$ cat src/rtl/cavlc_blk_sched_if.sv
// Residual block scheduler bus.
// master: the macroblock-level controller that issues start and the latched
//         MB parameters, and watches busy/mb_done.
// slave : cavlc_blk_sched, which drives the scan handshake toward the CAVLC
//         control FSM along with the current block category/index.
interface cavlc_blk_sched_if;
  logic       start;
  logic [2:0] mb_type;
  logic [3:0] cbp_luma;
  logic [1:0] cbp_chroma;
  logic       scan_en;
  logic       scan_done;
  logic [2:0] blk_cat;
  logic [3:0] blk_idx;
  logic       busy;
  logic       mb_done;

  modport master (
    output start, mb_type, cbp_luma, cbp_chroma,
    input  scan_en, scan_done, blk_cat, blk_idx, busy, mb_done
  );

  modport slave (
    input  start, mb_type, cbp_luma, cbp_chroma,
    output scan_en, scan_done, blk_cat, blk_idx, busy, mb_done
  );
endinterface

$ cat src/rtl/cavlc_blk_sched.sv
// Residual block scheduler for the CAVLC encoder.
// Walks the coded residual blocks of one macroblock in bitstream order
// (luma DC, luma AC/4x4, chroma DC, chroma AC), skipping CBP-masked blocks,
// and gives each coded block one BLK_CYCLES-long scan slot.
// Ports:
//   clk   - clock
//   rst_n - synchronous active-low reset
//   bus   - slave side of cavlc_blk_sched_if (start/MB parameters in;
//           scan_en, scan_done, blk_cat, blk_idx, busy, mb_done out).
// All outputs are registered.
module cavlc_blk_sched #(
  parameter int BLK_CYCLES = 8
) (
  input  logic                clk,
  input  logic                rst_n,
  cavlc_blk_sched_if.slave    bus
);

  localparam int CW = (BLK_CYCLES > 1) ? $clog2(BLK_CYCLES) : 1;

  localparam logic [2:0] CAT_I16DC = 3'd0;
  localparam logic [2:0] CAT_I16AC = 3'd1;
  localparam logic [2:0] CAT_LUMA4 = 3'd2;
  localparam logic [2:0] CAT_CDC   = 3'd3;
  localparam logic [2:0] CAT_CAC   = 3'd4;

  typedef enum logic [1:0] {
    S_IDLE,
    S_LEAD,
    S_RUN,
    S_DONE
  } state_t;

  state_t       state_q;
  logic [CW-1:0] cyc_q;
  logic         i16_q;
  logic [3:0]   cbp_l_q;
  logic [1:0]   cbp_c_q;
  logic         scan_en_q;
  logic         scan_done_q;
  logic [2:0]   cat_q;
  logic [3:0]   idx_q;
  logic         busy_q;
  logic         mb_done_q;

  // Returns {found, cat, idx} of the next coded block after (cat, idx), or of
  // the first coded block when first=1. Luma is searched a whole 8x8 group at
  // a time, so the next block is always known within one cycle.
  function automatic logic [7:0] seek(
    input logic       first,
    input logic [2:0] cat,
    input logic [3:0] idx,
    input logic       i16,
    input logic [3:0] cl,
    input logic [1:0] cc
  );
    logic        found;
    logic [2:0]  ncat;
    logic [3:0]  nidx;
    logic        luma_srch;
    int unsigned g0;
    found     = 1'b0;
    ncat      = '0;
    nidx      = '0;
    luma_srch = 1'b0;
    g0        = 0;
    if (first) begin
      if (i16) begin
        found = 1'b1;
        ncat  = CAT_I16DC;
      end else begin
        luma_srch = 1'b1;
      end
    end else begin
      case (cat)
        CAT_I16DC: luma_srch = 1'b1;
        CAT_I16AC, CAT_LUMA4: begin
          if (idx[1:0] != 2'd3) begin
            found = 1'b1;
            ncat  = cat;
            nidx  = idx + 4'd1;
          end else begin
            luma_srch = 1'b1;
            g0        = 32'(idx[3:2]) + 1;
          end
        end
        CAT_CDC: begin
          if (idx == 4'd0) begin
            found = 1'b1;
            ncat  = CAT_CDC;
            nidx  = 4'd1;
          end else if (cc[1]) begin
            found = 1'b1;
            ncat  = CAT_CAC;
          end
        end
        CAT_CAC: begin
          if (idx != 4'd7) begin
            found = 1'b1;
            ncat  = CAT_CAC;
            nidx  = idx + 4'd1;
          end
        end
        default: found = 1'b0;
      endcase
    end
    if (luma_srch) begin
      for (int unsigned g = 0; g < 4; g++) begin
        if (!found && g >= g0 && cl[g]) begin
          found = 1'b1;
          ncat  = i16 ? CAT_I16AC : CAT_LUMA4;
          nidx  = 4'(g * 4);
        end
      end
      if (!found && cc != 2'd0) begin
        found = 1'b1;
        ncat  = CAT_CDC;
        nidx  = '0;
      end
    end
    return {found, ncat, nidx};
  endfunction

  logic [7:0] first_w;
  logic [7:0] next_w;

  always_comb begin
    first_w = seek(1'b1, '0, '0, bus.mb_type == 3'd2, bus.cbp_luma, bus.cbp_chroma);
    next_w  = seek(1'b0, cat_q, idx_q, i16_q, cbp_l_q, cbp_c_q);
  end

  always_ff @(posedge clk) begin
    if (!rst_n) begin
      state_q     <= S_IDLE;
      cyc_q       <= '0;
      i16_q       <= 1'b0;
      cbp_l_q     <= '0;
      cbp_c_q     <= '0;
      scan_en_q   <= 1'b0;
      scan_done_q <= 1'b0;
      cat_q       <= '0;
      idx_q       <= '0;
      busy_q      <= 1'b0;
      mb_done_q   <= 1'b0;
    end else begin
      case (state_q)
        S_IDLE: begin
          if (bus.start && bus.mb_type != 3'd0) begin
            i16_q   <= (bus.mb_type == 3'd2);
            cbp_l_q <= bus.cbp_luma;
            cbp_c_q <= bus.cbp_chroma;
            busy_q  <= 1'b1;
            if (first_w[7]) begin
              state_q   <= S_LEAD;
              scan_en_q <= 1'b1;
              cat_q     <= first_w[6:4];
              idx_q     <= first_w[3:0];
            end else begin
              state_q   <= S_DONE;
              mb_done_q <= 1'b1;
            end
          end
        end
        S_LEAD: begin
          state_q <= S_RUN;
          cyc_q   <= '0;
        end
        S_RUN: begin
          // scan_done is registered, so it is raised on entry to the last cycle.
          scan_done_q <= (cyc_q == CW'(BLK_CYCLES - 2)) && !next_w[7];
          if (cyc_q == CW'(BLK_CYCLES - 1)) begin
            cyc_q <= '0;
            if (next_w[7]) begin
              cat_q <= next_w[6:4];
              idx_q <= next_w[3:0];
            end else begin
              state_q     <= S_DONE;
              scan_en_q   <= 1'b0;
              scan_done_q <= 1'b0;
              mb_done_q   <= 1'b1;
              cat_q       <= '0;
              idx_q       <= '0;
            end
          end else begin
            cyc_q <= cyc_q + CW'(1);
          end
        end
        S_DONE: begin
          state_q   <= S_IDLE;
          mb_done_q <= 1'b0;
          busy_q    <= 1'b0;
        end
        default: state_q <= S_IDLE;
      endcase
    end
  end

  assign bus.scan_en   = scan_en_q;
  assign bus.scan_done = scan_done_q;
  assign bus.blk_cat   = cat_q;
  assign bus.blk_idx   = idx_q;
  assign bus.busy      = busy_q;
  assign bus.mb_done   = mb_done_q;

endmodule

$ cat src/flat_wrapper.sv
// flat-port wrapper written by rule: the top's interface ports become plain ports
module cavlc_blk_sched_flat 
#(
  parameter int BLK_CYCLES = 8
)
  (clk, rst_n, bus_start, bus_mb_type, bus_cbp_luma, bus_cbp_chroma, bus_scan_en, bus_scan_done, bus_blk_cat, bus_blk_idx, bus_busy, bus_mb_done);
  cavlc_blk_sched_if bus_i ();
  input  logic clk;
  input  logic rst_n;
  input wire logic [$bits(bus_i.start)-1:0] bus_start;
  input wire logic [$bits(bus_i.mb_type)-1:0] bus_mb_type;
  input wire logic [$bits(bus_i.cbp_luma)-1:0] bus_cbp_luma;
  input wire logic [$bits(bus_i.cbp_chroma)-1:0] bus_cbp_chroma;
  output wire logic [$bits(bus_i.scan_en)-1:0] bus_scan_en;
  output wire logic [$bits(bus_i.scan_done)-1:0] bus_scan_done;
  output wire logic [$bits(bus_i.blk_cat)-1:0] bus_blk_cat;
  output wire logic [$bits(bus_i.blk_idx)-1:0] bus_blk_idx;
  output wire logic [$bits(bus_i.busy)-1:0] bus_busy;
  output wire logic [$bits(bus_i.mb_done)-1:0] bus_mb_done;
  assign bus_i.start = bus_start;
  assign bus_i.mb_type = bus_mb_type;
  assign bus_i.cbp_luma = bus_cbp_luma;
  assign bus_i.cbp_chroma = bus_cbp_chroma;
  assign bus_scan_en = bus_i.scan_en;
  assign bus_scan_done = bus_i.scan_done;
  assign bus_blk_cat = bus_i.blk_cat;
  assign bus_blk_idx = bus_i.blk_idx;
  assign bus_busy = bus_i.busy;
  assign bus_mb_done = bus_i.mb_done;
  cavlc_blk_sched #(.BLK_CYCLES(BLK_CYCLES)) u_core (.clk(clk), .rst_n(rst_n), .bus(bus_i));
endmodule
$ cat config.mk
export PLATFORM = sky130hd
export DESIGN_NAME = cavlc_blk_sched_flat
export DESIGN_NICKNAME = d
export VERILOG_FILES = /design/src/rtl/cavlc_blk_sched_if.sv /design/src/rtl/cavlc_blk_sched.sv /design/src/flat_wrapper.sv
export SDC_FILE = /design/constraint.sdc
export NUM_CORES = 1
export LEC_CHECK = 0
export ABC_AREA = 1
export CAP_MARGIN = 20
export CELL_PAD_IN_SITES_DETAIL_PLACEMENT = 1
export CELL_PAD_IN_SITES_GLOBAL_PLACEMENT = 2
export CORE_MARGIN = 2
export CORE_UTILIZATION = 32
export DETAILED_ROUTE_END_ITERATION = 16
export HOLD_SLACK_MARGIN = 0.15
export PLACE_DENSITY_LB_ADDON = 0.1
export SETUP_SLACK_MARGIN = 0.2
export SYNTH_ARGS = -nofsm -noshare
export SYNTH_HDL_FRONTEND = slang
export SYNTH_SLANG_ARGS = --single-unit
$ cat constraint.sdc
create_clock -name clk -period 3.81 [get_ports clk]
set_clock_uncertainty 0.15 [all_clocks]
set_input_delay 0.381 -clock clk [delete_from_list [all_inputs] [get_ports clk]]
set_output_delay 0.381 -clock clk [all_outputs]
set_load 0.05 [all_outputs]
==> impl_results.md <==
- Initial Utilization: 32.6%
- Total congestion overflow: 0
- Fraction of layout cells with a size suffix above 1: 8.19%
- Largest net degree at the start of global routing: 17
- Commonest non-fill, non-tap cells in the layout: nand2_1, inv_1, nor2_1
- Placed insts: 361
- CTS Buf Count: 3
- Post-synth ARST share: 0%
- Maxcap violations: 0
- CTS-repair resized insts: 0
- Syn avg cell area: 6.52 um^2
- Reported net switching power: 0.00101 W
- Post-layout minimum cycle time: 2430 ps
- Rel. slew slack: 61.7%
- Combinational Power Share: 68.2%
- Fin Setup TNS: 0 ps
- Initial antenna violation count: 0
- Post-Syn Area: 1760 um^2
- Routed vias: 1734
- TritonCTS Sinks: 23
- Via density: 4.75
- Rows: 27
- Final #Nets: 321
- Synth warnings: 0
- RSZ-0062 raised after global routing: no
- CORE AREA: 5410 um^2
- Number of port buffers: 22
- Adder-cell share of the synthesized area: 10.7%
- First-pass detailed-route iteration total: 3
- Complex-gate fraction of the synthesized area: 18.3%
- Main synth FF type: dfxtp_1
- Bufs on Longest Clock Path: 2
- HP Class: register to register
- VDD IR max: 0.319 mV
- ANT nets after route: 0
- DRC viols: 0
- First-pass GRT wire length: 8540 um
- Crit path launch type: register
- Commonest non-fill, non-tap cell in the layout: nand2_1
- Worst Setup Path Type: register to register
- Postcts setup bufs: 0
- N_diodes: 0
- Worst-skew pair later-pin latency: 280 ps
- Clock transition at path regs: 90 ps
- Synth unique cells: 29
- PD cells: 857 nW/um^2
- Root Buffer: clkbuf_8
- Post-synth EDFFs: 0
- Worst path arrival time: 2450 ps
- Post-synthesis xor/xnor area fraction: 0.498%
- FMAX: 411 MHz
- Die area: 6110 um^2
- Sequential share of power: 22.8%
- Main combinational cell family by area after synthesis: simple AND/OR/NAND/NOR gates
- Sw frac: 56.2%
- Actual slew at the worst max-slew pin: 573 ps
- Synthesized Nets: 297
- Vias in the first global route: 1797
- Die Y: 78.2 um
- Post-Synth Simple-Gate Area: 33.0%
- Area delta synth->final: 19.5%
- Clock network fraction of total power: 8.9%
- Period utilization: 63.9%
- Gate Count Post-Synth: 270
- Core Util, Final: 38.9%
- H-tree depth: 1
- Total Routing Usage GR: 17.8%
- Initial DRC count: 43
- Layout Cells excl Fill: 365
- WL/cell: 13.8 um
- Gpl congestion: 0.792
- Die W: 78.2 um
- Seq cells post-synth: 23
- Leakage power: 0.970 nW
- Hold-fix buffers, CTS: 0
- IO Pins: 23
- Max Slew Vio Count: 0
- Multiplexer area fraction after synthesis: 0%
- Final Setup Violations: 0
- Register area share after synthesis: 26.2%
- Final wirelength: 5020 um
- Worst Path Max Fanout: 10
- Internal power: 0.000791 W
- Dpl hpwl: 4150 um
- Run status: complete, no violations
- Worst endpoint required time: 3830 ps
- Endpoint class of the critical path: register
- Final Hold Fails: 0
- CTS tree: done
## critical path, cell delays in order, from the launching register on
cell	delay, ps
dfxtp_1	370
inv_1	100
ha_1	370
inv_1	240
nor2_1	130
nor2_4	180
inv_1	80
nor2_2	280
inv_2	150
nand2_1	90
inv_1	40
nor2_1	90
nor2_1	50
## synth_stat cells, types with 2 or more instances
master	instances	area [um^2]
a211oi_1	2	15.0
a21oi_1	27	135
clkbuf_1	2	7.51
dfxtp_1	23	460
ha_1	15	188
inv_1	48	180
inv_2	2	7.51
nand2_1	49	184
nand2_2	4	25.0
nand3_1	21	105
nand3_2	3	30.0
nand3_4	2	35.0
nand4_1	4	25.0
nor2_1	29	109
nor2_2	2	12.5
nor2_4	3	33.8
nor3_1	3	15.0
o21ai_0	19	95.1
o21ai_2	2	17.5
## metal layers
layer | share of wire, % | wire [um] | up-vias | global-route usage (%)
met3 | 1.2 | 58 | 5 | 2.18
met4 | 1.2 | 61 | 0 | 5.26
met5 | 0 | 0 | - | 0
li1 | - | - | 912 | -
met1 | 48 | 2400 | 809 | 21.7
met2 | 50 | 2500 | 8 | 32.6
## area by class of cell
cell class              count  area (um^2)
well taps                  72         90.1
clock inverters             1         5.00
fillers                   722         3300
flip-flops and latches     23          460
repair buffers             22          220
multi-input cells         194         1100
inverters                  50          188
clock buffers               3         41.3
## registers in the layout (all words and copies together), names as in the netlist
register and cells:
u_core.bus.blk_cat 3, u_core.bus.blk_idx 4, u_core.bus.busy 1, u_core.bus.mb_done 1, u_core.bus.scan_done 1, u_core.bus.scan_en 1, u_core.cbp_c_q 2, u_core.cbp_l_q 4
u_core.cyc_q 3, u_core.i16_q 1, u_core.state_q 2
## path summary, 6_finish.rpt
path	from	endpoint	slack (ps)	depth (start not counted)
max	u_core.state_q[0]	u_core.bus.blk_idx[1]	1380	12
min	u_core.cbp_c_q[0]	u_core.cbp_c_q[0]	310	2
max reg2reg	u_core.state_q[0]	u_core.bus.blk_idx[1]	1380	12
min reg2reg	u_core.cbp_c_q[0]	u_core.cbp_c_q[0]	310	2
## cell families (layout without fill, tap and decap cells)
| group | count (synthesis) | after routing |
|---|---|---|
| AND/OR/NAND/NOR | 121 | 121 |
| AO/OA/AOI/OAI | 57 | 57 |
| XOR/XNOR | 1 | 1 |
| buffers and inverters | 53 | 76 |
| flip-flops | 23 | 23 |
| adder cells (fa/ha/maj) | 15 | 15 |
## stage by stage
| stage | cell area (um^2) | power, W | hold WS [ps] | worst slack (ps) |
|---|---|---|---|---|
| 2_1_floorplan | 1760 | 0.00132 | 274 | 1440 |
| 3_3_place_gp | 2060 | 0.00167 | 297 | 1370 |
| 3_5_place_dp | 2060 | 0.00166 | 297 | 1330 |
| 4_1_cts | 2100 | 0.00183 | 310 | 1320 |
| 5_1_grt | 2100 | 0.00199 | 334 | 1090 |
| 6_report | 2100 | 0.00180 | 306 | 1380 |
## power by group through the flow
stage / Combinational (W) / Clock [W] / Sequential, W
2_1_floorplan: 0.000773 / 0 / 0.000549
3_3_place_gp: 0.00125 / 0 / 0.000418
3_5_place_dp: 0.00124 / 0 / 0.000418
4_1_cts: 0.00125 / 0.000170 / 0.000412
5_1_grt: 0.00139 / 0.000176 / 0.000426
6_report: 0.00123 / 0.000161 / 0.000412
Power figures use the tool's default switching activity.
